File: src/rtl/fft32_pkg.sv
// Shared constants, state encoding and field types for the 32-point FFT address sequencer.
package fft32_pkg;

   localparam int unsigned LOG2N      = 5;
   localparam int unsigned N          = 32;
   localparam int unsigned NUM_BFLY   = 16;
   localparam int unsigned NUM_STAGES = 5;

   localparam int unsigned STAGE_W = 3;
   localparam int unsigned BFLY_W  = 4;
   localparam int unsigned ADDR_W  = 5;
   localparam int unsigned TW_W    = 4;
   localparam int unsigned GAP_W   = 3;

   typedef logic [STAGE_W-1:0] stage_t;
   typedef logic [BFLY_W-1:0]  bfly_t;
   typedef logic [ADDR_W-1:0]  addr_t;
   typedef logic [TW_W-1:0]    tw_t;
   typedef logic [GAP_W-1:0]   gap_t;

   typedef enum logic [1:0] {
      IDLE = 2'd0,
      RUN  = 2'd1,
      GAP  = 2'd2
   } state_t;

endpackage

File: src/rtl/fft32_bfly_addr_calc.sv
// Combinational (stage, j) -> butterfly address pair and twiddle index for a radix-2 DIT pass.
module fft32_bfly_addr_calc
   import fft32_pkg::*;
(
   input  logic [STAGE_W-1:0] stage,
   input  logic [BFLY_W-1:0]  j,
   output logic [ADDR_W-1:0]  addr_a,
   output logic [ADDR_W-1:0]  addr_b,
   output logic [TW_W-1:0]    tw_addr
);

   logic [ADDR_W-1:0]  jw;
   logic [ADDR_W-1:0]  span;
   logic [ADDR_W-1:0]  lo_mask;
   logic [ADDR_W-1:0]  pos;
   logic [STAGE_W-1:0] tw_shift;

   // Inserting a zero at bit s of j gives the upper address; the lower one sets that bit.
   always_comb begin
      jw       = ADDR_W'(j);
      span     = ADDR_W'(1) << stage;
      lo_mask  = span - ADDR_W'(1);
      pos      = jw & lo_mask;
      tw_shift = STAGE_W'(3'd4 - stage);
      addr_a   = ((jw & ~lo_mask) << 1'b1) | pos;
      addr_b   = addr_a | span;
      tw_addr  = TW_W'(pos << tw_shift);
   end

endmodule

File: src/rtl/fft32_addr_seq.sv
// Stage/butterfly sequencer for an in-place 32-point radix-2 DIT FFT with inter-stage bubbles.
module fft32_addr_seq #(
   parameter int unsigned LOG2N     = 5,
   parameter int unsigned STAGE_GAP = 2
) (
   input  logic                         clk,
   input  logic                         clr,
   input  logic                         start,
   input  logic                         adv,
   output logic                         valid,
   output logic [fft32_pkg::STAGE_W-1:0] stage_sel,
   output logic [fft32_pkg::BFLY_W-1:0]  bfly_idx,
   output logic [fft32_pkg::ADDR_W-1:0]  addr_a,
   output logic [fft32_pkg::ADDR_W-1:0]  addr_b,
   output logic [fft32_pkg::TW_W-1:0]    tw_addr,
   output logic                         busy,
   output logic                         done
);
   import fft32_pkg::*;

   localparam stage_t LAST_STAGE = STAGE_W'(LOG2N - 1);
   localparam bfly_t  LAST_BFLY  = BFLY_W'(NUM_BFLY - 1);
   localparam gap_t   GAP_LOAD   = GAP_W'(STAGE_GAP - 1);

   state_t state, state_nx;
   gap_t   gap_cnt, gap_nx;
   stage_t stage_nx;
   bfly_t  j_nx;
   logic   valid_nx, busy_nx, done_nx;
   addr_t  calc_a, calc_b, a_nx, b_nx;
   tw_t    calc_tw, tw_nx;
   logic   accept, last_bfly, last_stage;

   assign accept     = valid & adv;
   assign last_bfly  = (bfly_idx == LAST_BFLY);
   assign last_stage = (stage_sel == LAST_STAGE);

   // State register.
   always_ff @(posedge clk or posedge clr) begin
      if (clr) state <= IDLE;
      else     state <= state_nx;
   end

   // Next-state logic.
   always_comb begin
      state_nx = state;
      case (state)
         IDLE: if (start) state_nx = RUN;
         RUN: begin
            if (accept && last_bfly) begin
               if (last_stage)          state_nx = IDLE;
               else if (STAGE_GAP != 0) state_nx = GAP;
            end
         end
         GAP:     if (gap_cnt == '0) state_nx = RUN;
         default: state_nx = IDLE;
      endcase
   end

   // Next values of the registered outputs and the gap counter.
   always_comb begin
      stage_nx = stage_sel;
      j_nx     = bfly_idx;
      gap_nx   = gap_cnt;
      valid_nx = valid;
      done_nx  = 1'b0;
      case (state)
         IDLE: begin
            if (start) begin
               stage_nx = '0;
               j_nx     = '0;
               valid_nx = 1'b1;
            end
         end
         RUN: begin
            if (accept) begin
               if (!last_bfly) begin
                  j_nx = bfly_t'(bfly_idx + 1'b1);
               end else if (last_stage) begin
                  valid_nx = 1'b0;
                  done_nx  = 1'b1;
               end else if (STAGE_GAP != 0) begin
                  valid_nx = 1'b0;
                  gap_nx   = GAP_LOAD;
               end else begin
                  stage_nx = stage_t'(stage_sel + 1'b1);
                  j_nx     = '0;
               end
            end
         end
         GAP: begin
            if (gap_cnt == '0) begin
               stage_nx = stage_t'(stage_sel + 1'b1);
               j_nx     = '0;
               valid_nx = 1'b1;
            end else begin
               gap_nx = gap_t'(gap_cnt - 1'b1);
            end
         end
         default: begin
            valid_nx = 1'b0;
         end
      endcase
      busy_nx = (state_nx != IDLE);
   end

   fft32_bfly_addr_calc u_calc (
      .stage   (stage_nx),
      .j       (j_nx),
      .addr_a  (calc_a),
      .addr_b  (calc_b),
      .tw_addr (calc_tw)
   );

   // Addresses load only alongside a valid butterfly; otherwise they keep their last value.
   assign a_nx  = valid_nx ? calc_a  : addr_a;
   assign b_nx  = valid_nx ? calc_b  : addr_b;
   assign tw_nx = valid_nx ? calc_tw : tw_addr;

   always_ff @(posedge clk or posedge clr) begin
      if (clr) begin
         gap_cnt   <= '0;
         valid     <= 1'b0;
         busy      <= 1'b0;
         done      <= 1'b0;
         stage_sel <= '0;
         bfly_idx  <= '0;
         addr_a    <= '0;
         addr_b    <= '0;
         tw_addr   <= '0;
      end else begin
         gap_cnt   <= gap_nx;
         valid     <= valid_nx;
         busy      <= busy_nx;
         done      <= done_nx;
         stage_sel <= stage_nx;
         bfly_idx  <= j_nx;
         addr_a    <= a_nx;
         addr_b    <= b_nx;
         tw_addr   <= tw_nx;
      end
   end

endmodule

File: config.mk
export PLATFORM = sky130hd
export DESIGN_NAME = fft32_addr_seq
export DESIGN_NICKNAME = d
export VERILOG_FILES = /design/src/rtl/fft32_pkg.sv /design/src/rtl/fft32_bfly_addr_calc.sv /design/src/rtl/fft32_addr_seq.sv
export SDC_FILE = /design/constraint.sdc
export NUM_CORES = 1
export LEC_CHECK = 0
export CORE_UTILIZATION = 53
export CTS_CLUSTER_DIAMETER = 40
export DETAILED_ROUTE_END_ITERATION = 8
export GPL_TIMING_DRIVEN = 0
export PLACE_DENSITY = 0.79
export SLEW_MARGIN = 20
export SYNTH_ARGS = -nofsm -noshare
export SYNTH_HDL_FRONTEND = slang
export SYNTH_HIERARCHICAL = 1
export SYNTH_SLANG_ARGS = --single-unit
File: constraint.sdc
create_clock -name clk -period 3.7 [get_ports clk]
set_input_delay 1.11 -clock clk [delete_from_list [all_inputs] [get_ports clk]]
set_output_delay 1.11 -clock clk [all_outputs]
set_load 0.005 [all_outputs]
==> run summary <==
The run finished with clean final reports. Detailed placement ended at an HPWL of 2590 um. The first global-routing pass estimated 6030 um of wire. Dividing the detail-routed wire length by the instance count gives 14.7 um. The critical path contains buffers and inverters numbering 3 combined. The number of cells traversed by the worst register-to-register path was 15. In the synthesized netlist the dominant register cell turns out to be dfrtp_1. The detailed-route via count is 1415. The critical path goes through clkdlybuf4s50_1, o21ai_2, a22o_4, inv_1, ha_2, ha_4, inv_1, ha_1, xor2_2, a22o_1, or2_2, mux2_4. Most repeated cell in the gate-level netlist after synthesis: dfrtp_1. The total count of hold-check failures in the final report was 0.

Total setup buffers inserted after CTS: 0. In this run the worst path has a maximum fanout of 10. Initial core utilization: 56.7%. The most critical setup path has its startpoint at start. For the worst ir drop on vdd, the log shows 0.000409 V. The capturing element type of the critical path was a flip-flop.

Once placement finished, the instance area stood at 2070 sq um. The worst pin sits at a relative slew slack of 46.8%. The tools report the final-report setup violation count as 0.

For the final antenna-violating net count, the log shows 0. The logs give 6 for the count of warnings emitted by yosys and 3530 sq um for the area enclosed by the die boundary. Following the worst setup path forward leads to its endpoint at addr_b[2].

The total routing resource utilization after global routing is 23.6%. The pre-CTS worst setup slack is -0.729 ns. Required arrival time at the worst endpoint: 3.92 ns.

The slowest cell on the critical path is clkdlybuf4s50_1. The tool flagged a number of max-cap violations equal to 0. The biggest cell delay along the critical path was 0.53 ns. After synthesis, the mean cell area works out to 10.5 sq um.

The finished cells cover 2160 sq um. The hold-fix buffer count after cts came out at 0. The endpoint identified for the worst register-to-register timing path is addr_b[2]. After synthesis the netlist holds a flip-flop and latch count of 29. Static timing analysis puts the maximum clock frequency at 277 MHz.

The repair_antennas step left the layout with diodes totalling 0. The number of max-slew violations in the final report was 0. Ranked by instance count, the synthesized netlist is headed by dfrtp_1, inv_1, nand2_1, nor2_1, ha_1.

The worst setup path is launched from an input port. Clock transition at the registers of the reported paths: 0.09 ns. The logs give 1.29 mW for the overall power and 93 for the iteration-0 DRC count of the detailed router. For the pin with the worst max-slew slack, the measured transition is 0.793 ns.

Critical path's most frequent cell: inv_1. The multi-input combinational cells in the finished layout cover a total of 985 sq um. In the final layout, flip-flops and latches occupy 726 sq um.

In the routed layout, each cell is associated on average with a via count of 5.78. Adding up every negative setup slack in the final design gives 0 ns. Library cell occupying the most area in the post-synthesis netlist: dfrtp_1.

The number of top-level design ports is 28, and the routability-driven placement congestion ratio is 0.876. After the last flow step, the layout net total stands at 217. The port buffer count was 27; the synthesized instance count was 167. Setup slack closes at 0.0879 ns. The cell sitting at the root of the clock tree is a clkbuf_4. The tightest min-delay check is of the flip-flop to flip-flop type. By area the synthesized netlist is led by dfrtp_1, ha_1, mux2_4, mux2_2, inv_1. The leakage power summed over all cells is 0.991 nW. From synthesis to final layout, the design area changed by 23.8%.

The initialized floorplan defines 20 standard-cell rows. Clock skew on the completed layout was measured at 0.00904 ns. TritonCTS built the clock tree. The detailed-route wire length is 3600 um. In this run, synthesis inferred 0 flip-flops with an integrated enable. The run gives 2 as the maximum number of buffers from clock root to sink. The worst setup path is of the input port to flip-flop kind.

For the post-synthesis instance area, the log shows 1750 sq um. Once the clock tree was built, the resizer swapped 4 gates to a different size. For the setup slack on the worst flop-to-flop path, the log shows 0.32 ns. The family with the most delay on the worst path is buffers and inverters. The filler cells instantiated in the layout total 247. The logs give 0 for the total congestion overflow and 0 for the number of DRC violations after detailed routing. CTS saw 29 sinks.

Buffers inserted during clock tree synthesis total 5. The power per unit of standard cell area was 596 nW/um^2; the number of antenna violations at the first check in global routing was 0. Entering global routing, the biggest net connects 30 pins. The data arrival time at the worst-slack endpoint was 3.83 ns. The first detailed-routing pass ran for 5 iterations. The clock period could shrink to 3.61 ns. The share of synthesized flip-flops with an asynchronous set or reset works out to 100%.

In this run the number of cells on the critical path is 12. The startpoint identified for the worst register-to-register timing path is gap_cnt[0]. Area of the core: 3080 sq um. The die is 59.4 um tall. The clock latency reported for the late side of the worst-skew pair was 0.33 ns; the post-synthesis cell type count was 40. The fraction of layout instances using a drive strength above 1 came out at 19.9%. The die width is 59.4 um, and the final worst-path cycle share is 97.6%. The tools report the via count of the first global-routing pass as 1373.

The share of synthesized area in the top cell type comes to 41.5%. The run gives 2 as the number of levels the H-tree was split into. The tools report the part of the Yosys area used for sequential elements as 41.5%.

Counting every net in the synthesized netlist gives 183.
cell type report:
class,instances,share of cell area (%)
tap,44,2.55
timing repair buffer,27,12.5
inverter,14,2.43
multi-input combinational,121,45.5
buffer,3,0.868
clock buffer,7,2.55
sequential,29,33.6
layout by cell type, fill, tap and decap left out, types with 2 or more instances in the layout:
master / netlist / routed
nand2b_1: 4 / 4
mux2_2: 7 / 7
mux2i_1: 3 / 3
and3_1: 2 / 2
inv_1: 14 / 13
dfrtp_1: 29 / 29
nand3_1: 5 / 5
nor4b_1: 2 / 2
a31oi_1: 3 / 3
mux2_4: 9 / 9
clkbuf_1: 2 / 3
nor2b_1: 2 / 2
clkdlybuf4s50_1: 0 / 27
o21ai_0: 7 / 6
nor3b_1: 2 / 2
a22o_1: 5 / 4
nand2_1: 13 / 13
nor3_1: 3 / 3
a21oi_1: 6 / 6
clkbuf_4: 0 / 5
or2_2: 3 / 3
nor2_1: 13 / 13
a211oi_1: 2 / 2
ha_1: 12 / 10
nand3b_1: 2 / 2
logic make-up after synthesis:
family                     share of synthesized area [%]
and+or+nand+nor                                     19.3
AOI/OAI and AO/OA                                   12.0
muxes                                               14.0
buffers and inverters                               4.08
DFF                                                 41.5
adders and majority gates                           8.60
xor gates and xnor gates                           0.502
routing by layer:
metal	up-vias	wire, um	GRT usage [%]
li1	660	-	-
met1	706	1560	28.2
met2	43	1830	39.0
met3	6	161	7.42
met4	0	50	10.2
met5	-	0	0
flip-flops by register name (all words and copies together), names as in the netlist:
| signal | count |
|---|---|
| gap_cnt | 3 |
| valid | 1 |
| tw_addr | 4 |
| busy | 1 |
| done | 1 |
| bfly_idx | 4 |
| stage_sel | 3 |
| addr_b | 5 |
| state | 2 |
| addr_a | 5 |
power by group:
part | switching (mW) | leakage (nW) | total, mW | internal, mW
sequential | 0.0676 | 0.355 | 0.473 | 0.406
clock | 0.108 | 0.0314 | 0.198 | 0.0895
combinational | 0.270 | 0.605 | 0.618 | 0.348
total | 0.446 | 0.991 | 1.29 | 0.843
stage by stage:
stage	hold WS (ns)	utilization, %	instances
after global placement	0.494	67.3	238
after detailed placement	0.492	67.3	238
after CTS	0.516	69.3	245
after global routing	0.540	70.2	245
after floorplan	0.498	-	167
final	0.517	70.2	245
how the worst min path moves through the flow:
stage               start    endpoint  slack [ns]  cells past startpoint
4_1_cts         addr_b[3]   addr_b[3]        0.52                      1
6_report        addr_b[3]   addr_b[3]        0.52                      1
5_1_grt         addr_a[3]   addr_a[3]        0.54                      1
2_1_floorplan  gap_cnt[0]  gap_cnt[0]        0.50                      2
3_5_place_dp    addr_b[3]   addr_b[3]        0.49                      1
3_3_place_gp    addr_b[3]   addr_b[3]        0.49                      1
Note: power is estimated with default switching activity, not from simulation.
